===== config.mk =====
export PLATFORM = sky130hd
export DESIGN_NAME = fp32_div
export DESIGN_NICKNAME = d
export VERILOG_FILES = /design/src/rtl/fp32_pkg.sv /design/src/rtl/fp32_classify.sv /design/src/rtl/fp32_div.sv
export SDC_FILE = /design/constraint.sdc
export NUM_CORES = 1
export LEC_CHECK = 0
export CAP_MARGIN = 20
export CELL_PAD_IN_SITES_DETAIL_PLACEMENT = 0
export CELL_PAD_IN_SITES_GLOBAL_PLACEMENT = 1
export CORE_MARGIN = 3
export CORE_UTILIZATION = 42
export CTS_CLUSTER_DIAMETER = 150
export DETAILED_ROUTE_END_ITERATION = 8
export PLACE_DENSITY = 0.86
export SYNTH_ARGS = -nofsm -noshare
export SYNTH_HDL_FRONTEND = slang
export SYNTH_SLANG_ARGS = --single-unit

===== constraint.sdc =====
create_clock -name clk -period 5.5 [get_ports clk]
set_input_delay 1.65 -clock clk [delete_from_list [all_inputs] [get_ports clk]]
set_output_delay 1.65 -clock clk [all_outputs]
set_load 0.03 [all_outputs]

===== src/rtl/fp32_pkg.sv =====
// Shared fp32 definitions: special-value constants, divider FSM states and operand classes.
// Used by fp32_div and fp32_classify, and reusable by the multiplier.
package fp32_pkg;

  localparam logic [31:0] FP32_QNAN     = 32'h7FC00000;
  localparam int          FP32_EXP_BIAS = 127;
  localparam logic [7:0]  FP32_EXP_MAX  = 8'hFF;

  typedef enum logic [2:0] {
    IDLE,
    SPECIAL,
    DIVIDE,
    NORM,
    FINISH
  } div_state_e;

  typedef enum logic [1:0] {
    ZERO,
    NORMAL,
    INF,
    NAN
  } fp_class_e;

endpackage


===== src/rtl/fp32_classify.sv =====
// Combinational fp32 operand classifier. Denormals are reported as ZERO,
// so they are flushed to zero downstream.
module fp32_classify
  import fp32_pkg::*;
(
  input  logic [31:0] x,
  output fp_class_e   cls
);

  always_comb begin
    if (x[30:23] == FP32_EXP_MAX) begin
      cls = (x[22:0] != 23'd0) ? NAN : INF;
    end else if (x[30:23] == 8'd0) begin
      cls = ZERO;
    end else begin
      cls = NORMAL;
    end
  end

endmodule


===== src/rtl/fp32_div.sv =====
// Sequential fp32 divider using radix-2 restoring mantissa division, one quotient bit per cycle.
// Define FP32_DIV_ROUND_EN for round-to-nearest-even; the default build truncates.
module fp32_div
  import fp32_pkg::*;
#(
  parameter int ITER = 26
) (
  input  logic        clk,
  input  logic        rst,
  input  logic        start,
  input  logic [31:0] a,
  input  logic [31:0] b,
  output logic        busy,
  output logic        done,
  output logic [31:0] quotient,
  output logic        div_by_zero
);

  div_state_e  state_q, state_d;
  logic [31:0] a_q, a_d, b_q, b_d;
  logic [24:0] rem_q, rem_d;
  logic [25:0] quo_q, quo_d;
  logic [4:0]  cnt_q, cnt_d;
  logic        busy_q, busy_d, done_q, done_d, dbz_q, dbz_d;
  logic [31:0] quotient_q, quotient_d;

  fp_class_e a_cls, b_cls;

  fp32_classify u_cls_a (.x(a_q), .cls(a_cls));
  fp32_classify u_cls_b (.x(b_q), .cls(b_cls));

  logic        sign;
  logic        is_special;
  logic [31:0] spec_res;
  logic        spec_dbz;

  assign sign       = a_q[31] ^ b_q[31];
  assign is_special = (a_cls != NORMAL) || (b_cls != NORMAL);

  // Ordered so that invalid operations win over infinities, and an infinite dividend over a zero divisor.
  always_comb begin
    spec_res = {sign, 31'd0};
    spec_dbz = 1'b0;
    if (a_cls == NAN || b_cls == NAN) begin
      spec_res = FP32_QNAN;
    end else if ((a_cls == INF && b_cls == INF) || (a_cls == ZERO && b_cls == ZERO)) begin
      spec_res = FP32_QNAN;
    end else if (a_cls == INF) begin
      spec_res = {sign, FP32_EXP_MAX, 23'd0};
    end else if (b_cls == ZERO) begin
      spec_res = {sign, FP32_EXP_MAX, 23'd0};
      spec_dbz = 1'b1;
    end
  end

  // The remainder is kept pre-shifted, so the final register holds 2*R; only its zero-ness matters.
  logic [24:0] mb_ext;
  logic [23:0] trial;
  logic        ge;
  logic [24:0] rem_next;

  assign mb_ext   = {2'b01, b_q[22:0]};
  assign ge       = rem_q >= mb_ext;
  assign trial    = rem_q[23:0] - mb_ext[23:0];
  assign rem_next = ge ? {trial, 1'b0} : {rem_q[23:0], 1'b0};

  logic signed [9:0] exp_diff, e_pre, e_fin;
  logic [22:0]       frac, frac_fin;
  logic              guard, sticky;
  logic [31:0]       norm_res;

  always_comb begin
    exp_diff = $signed({2'b00, a_q[30:23]}) - $signed({2'b00, b_q[30:23]});
    if (quo_q[25]) begin
      frac   = quo_q[24:2];
      guard  = quo_q[1];
      sticky = quo_q[0] | (rem_q != 25'd0);
      e_pre  = exp_diff + $signed(10'(FP32_EXP_BIAS));
    end else begin
      frac   = quo_q[23:1];
      guard  = quo_q[0];
      sticky = rem_q != 25'd0;
      e_pre  = exp_diff + $signed(10'(FP32_EXP_BIAS - 1));
    end
  end

`ifdef FP32_DIV_ROUND_EN
  logic [23:0] mant_rnd;

  always_comb begin
    mant_rnd = {1'b0, frac} + {23'd0, guard & (sticky | frac[0])};
    frac_fin = mant_rnd[22:0];
    e_fin    = e_pre + $signed({9'd0, mant_rnd[23]});
  end
`else
  logic round_bits_unused;

  assign round_bits_unused = guard ^ sticky;
  assign frac_fin          = frac;
  assign e_fin             = e_pre;
`endif

  always_comb begin
    if (e_fin >= 10'sd255) begin
      norm_res = {sign, FP32_EXP_MAX, 23'd0};
    end else if (e_fin <= 10'sd0) begin
      norm_res = {sign, 31'd0};
    end else begin
      norm_res = {sign, e_fin[7:0], frac_fin};
    end
  end

  // FINISH is the done cycle and accepts a new start exactly like IDLE.
  always_comb begin
    state_d    = state_q;
    a_d        = a_q;
    b_d        = b_q;
    rem_d      = rem_q;
    quo_d      = quo_q;
    cnt_d      = cnt_q;
    busy_d     = busy_q;
    done_d     = 1'b0;
    dbz_d      = dbz_q;
    quotient_d = quotient_q;
    case (state_q)
      IDLE, FINISH: begin
        state_d = IDLE;
        if (start) begin
          a_d     = a;
          b_d     = b;
          rem_d   = {2'b01, a[22:0]};
          quo_d   = 26'd0;
          cnt_d   = 5'd0;
          busy_d  = 1'b1;
          state_d = DIVIDE;
        end
      end
      DIVIDE: begin
        if (is_special) begin
          state_d = SPECIAL;
        end else begin
          rem_d = rem_next;
          quo_d = {quo_q[24:0], ge};
          cnt_d = cnt_q + 5'd1;
          if (cnt_q == 5'(ITER - 1)) begin
            state_d = NORM;
          end
        end
      end
      SPECIAL: begin
        quotient_d = spec_res;
        dbz_d      = spec_dbz;
        done_d     = 1'b1;
        busy_d     = 1'b0;
        state_d    = FINISH;
      end
      NORM: begin
        quotient_d = norm_res;
        dbz_d      = 1'b0;
        done_d     = 1'b1;
        busy_d     = 1'b0;
        state_d    = FINISH;
      end
      default: state_d = IDLE;
    endcase
  end

  always_ff @(posedge clk) begin
    if (rst) begin
      state_q    <= IDLE;
      a_q        <= 32'd0;
      b_q        <= 32'd0;
      rem_q      <= 25'd0;
      quo_q      <= 26'd0;
      cnt_q      <= 5'd0;
      busy_q     <= 1'b0;
      done_q     <= 1'b0;
      dbz_q      <= 1'b0;
      quotient_q <= 32'd0;
    end else begin
      state_q    <= state_d;
      a_q        <= a_d;
      b_q        <= b_d;
      rem_q      <= rem_d;
      quo_q      <= quo_d;
      cnt_q      <= cnt_d;
      busy_q     <= busy_d;
      done_q     <= done_d;
      dbz_q      <= dbz_d;
      quotient_q <= quotient_d;
    end
  end

  assign busy        = busy_q;
  assign done        = done_q;
  assign quotient    = quotient_q;
  assign div_by_zero = dbz_q;

endmodule


==> impl_metrics.tcl <==
set metrics [dict create \
    drtPass1Iterations 5 \
    initial_core_util_pct 43.4 \
    cts-hold-fix-buffers 0 \
    final-setup-viol-count 0 \
    yosys.area_share.simple_pct 21.0 \
    timing.fmax_mhz 233 \
    hold_viol_final 0 \
    fin_crit_ns 4.29 \
    post-route-period-util_pct 78.1 \
    ys.flop_type "dfxtp_1" \
    drtIter0Drc 396 \
    drive_gt1_share_pct 9.50 \
    crit_cells 16 \
    cp_max_fo 18 \
    start_kind "flip-flop" \
    drc 0 \
    hp-class "reg -> reg" \
    synth_nets 1162 \
    tightestPinTransition_ns 0.933 \
    wire_per_inst_um 15.5 \
    ys_types 72 \
    hold_end "div_by_zero" \
    multi_input_area_um2 5020 \
    grt.total_usage_pct 19.9 \
    clk_pin_slew_ns 0.08 \
    yosysTopAreaCell "dfxtp_1" \
    syn_to_final_growth_pct 20.9 \
    critPathKind "reg -> reg" \
    num_antenna_cells 0 \
    leakagePower_nw 3.90 \
    synth_top_family_by_area "compound AO/OA/AOI/OAI gates" \
    critPathRequiredTime_ns 5.79 \
    rsz0062_at_grt "no" \
    place_ws_ns 1.20 \
    cts_buffer_depth 2 \
    setup.worst_path.end_class "flip-flop" \
    portBuffers 101 \
    slowest_delay_ns 0.51 \
    synth_cells 1057 \
    r2r-end "quotient[6]" \
    synth_compound_area_share_pct 22.1 \
    grt-ovfl-total 0 \
    cts_sinks 158 \
    synth_area_um2 8590 \
    grt_max_degree 70 \
    io-pin-count 102 \
    ant_nets 0 \
    muxShareOfSynthArea_pct 5.51 \
    htree_levels 4 \
    layout.nets 1229 \
    fill_cells 1911 \
    vias 7587 \
    p_per_area_nw_per_um2 332 \
    cts_tree "done" \
    netlist_top_cells_area "dfxtp_1 (37%), nand2_1 (10%), a21oi_1 (7.0%)" \
    slowest_stage "a21o_1" \
    crit_buf_inv 2 \
    grt_pass1_wl_mm 36.2 \
    outcome "finished clean" \
    insertion_delay_ns 0.43 \
    ys_ff_latch 158 \
    async_flop_share_pct 0 \
    fp.dieH_um 149 \
    synth-edff-count 0 \
    root_buffer "clkbuf_16" \
    post_cts_buffers 0 \
    gp_congestion 0.888 \
    synth_common_cells "nand2_1 (232), dfxtp_1 (158), a21oi_1 (120), clkbuf_1 (52), nor2_1 (40)" \
    min_from "div_by_zero" \
    die_x_um 149 \
    vias_per_cell 5.41 \
    register_area_um2 3160 \
    synth.avg_cell_area_um2 8.12 \
    fin_worst_skew_ns 0.0110 \
    setup_ws_ns 1.21 \
    whs_ns 0.441 \
    maxSlewViolCount 0 \
    wl_mm 21.8 \
    yosysMostFrequentCell "nand2_1" \
    fin_tns_setup_ns 0 \
    relSlewSlack_pct 37.7 \
    max-cap-violations 0 \
    crit_chain "inv_1, ha_1, nor2b_1, nor2_1, xor2_1, ha_1, nor4b_1, nand2_1, mux2i_1, o22ai_2, mux2_4, a221oi_2, xor2_1, a21o_1, buf_4, o41ai_1" \
    critPathTopFamily "compound AO/OA/AOI/OAI gates" \
    r2r_cells 16 \
    final_area_um2 10400 \
    first_global_vias 7314 \
    synth_top_area_share_pct 36.8 \
    dieArea_um2 22200 \
    r2r_slack_ns 1.21 \
    synthAdderAreaFrac_pct 5.62 \
    cts_resized 0 \
    r2r-start "b_q[24]" \
    hpwl_mm 15.5 \
    min_path_cells 2 \
    worstPathArrival_ns 4.58 \
    row_count 51 \
    placed_cell_area_um2 9760 \
    ys.warnings.count 0 \
    antenna_found_initial 0 \
    peakVddDrop_v 0.000237 \
    cts_buffers 17 \
    ys_seq_area_share_pct 36.8 \
    core_area_um2 19800 \
    synthXorXnorAreaFrac_pct 3.76 \
]
==> registers in the layout, summed over array words and instances (netlist names) <==
| name | count |
|---|---|
| rem_q | 25 |
| quo_q | 26 |
| busy | 1 |
| cnt_q | 5 |
| div_by_zero | 1 |
| done | 1 |
| b_q | 32 |
| a_q | 32 |
| state_q | 3 |
| quotient | 32 |
==> layer usage <==
layer,up-vias,global-route usage (%),wire [um]
met1,3561,25.4,10100
met5,-,0,0
met3,30,3.28,651
li1,3878,-,-
met4,0,6.36,415
met2,118,34.3,10600
==> stage by stage <==
stage	power [W]	std cells	utilization (%)
final	0.00345	1402	52.5
after global routing	0.00363	1402	52.5
after CTS	0.00347	1402	52.5
after detailed placement	0.00223	1370	49.4
after global placement	0.00222	1370	49.4
after floorplan	0.00198	1057	-
==> worst max-delay path by stage <==
stage                        from           end  slack (ns)
final                     b_q[24]   quotient[6]        1.21
after global routing      b_q[24]   quotient[6]        0.76
after CTS                 b_q[24]   quotient[6]        1.19
after detailed placement  b_q[24]   quotient[6]        1.20
after global placement    b_q[24]   quotient[7]        1.32
after floorplan           b_q[24]  quotient[22]        1.70
==> area by class of cell <==
class	count	area share [%]
Multi-Input combinational cell	795	48.3
Sequential cell	158	30.5
Clock buffer	17	4.10
Timing Repair Buffer	115	10.7
Tap cell	265	3.19
Clock inverter	15	1.82
Inverter	37	1.34
==> logic make-up after synthesis <==
kind of cell	after synthesis
fa+ha+maj	38
buf+inv	104
xor+xnor	36
mux	44
simple gates	401
compound gates	276
flops	158
==> layout by cell type (no fill, tap or decap), types with 8 or more instances in the layout <==
| master | n |
|---|---|
| nand2_1 | 231 |
| xor2_1 | 18 |
| nand4_1 | 18 |
| o21ai_0 | 25 |
| ha_1 | 37 |
| nand3_1 | 30 |
| nor4_1 | 13 |
| dfxtp_1 | 158 |
| o41ai_2 | 16 |
| mux2_2 | 22 |
| buf_4 | 15 |
| nand2b_1 | 8 |
| o22ai_1 | 22 |
| a21boi_0 | 23 |
| xnor2_1 | 17 |
| clkdlybuf4s50_1 | 100 |
| inv_1 | 37 |
| nor3_1 | 16 |
| a21o_1 | 18 |
| a21oi_1 | 120 |
| clkbuf_16 | 17 |
| mux2i_1 | 21 |
| nor2_1 | 39 |
==> report_power, final <==
group | switching, W | internal (W)
logic | 0.000559 | 0.000392
clock network | 0.000549 | 0.000694
registers | 0.0000484 | 0.00121
total | 0.00116 | 0.00229
==> tightest hold or removal path, cell delays in order, from the launching register on <==
cell     delay, ns
dfxtp_1       0.31
nand2_1       0.05
nand2_1       0.04
No activity file was read; power rests on OpenSTA's default activity.
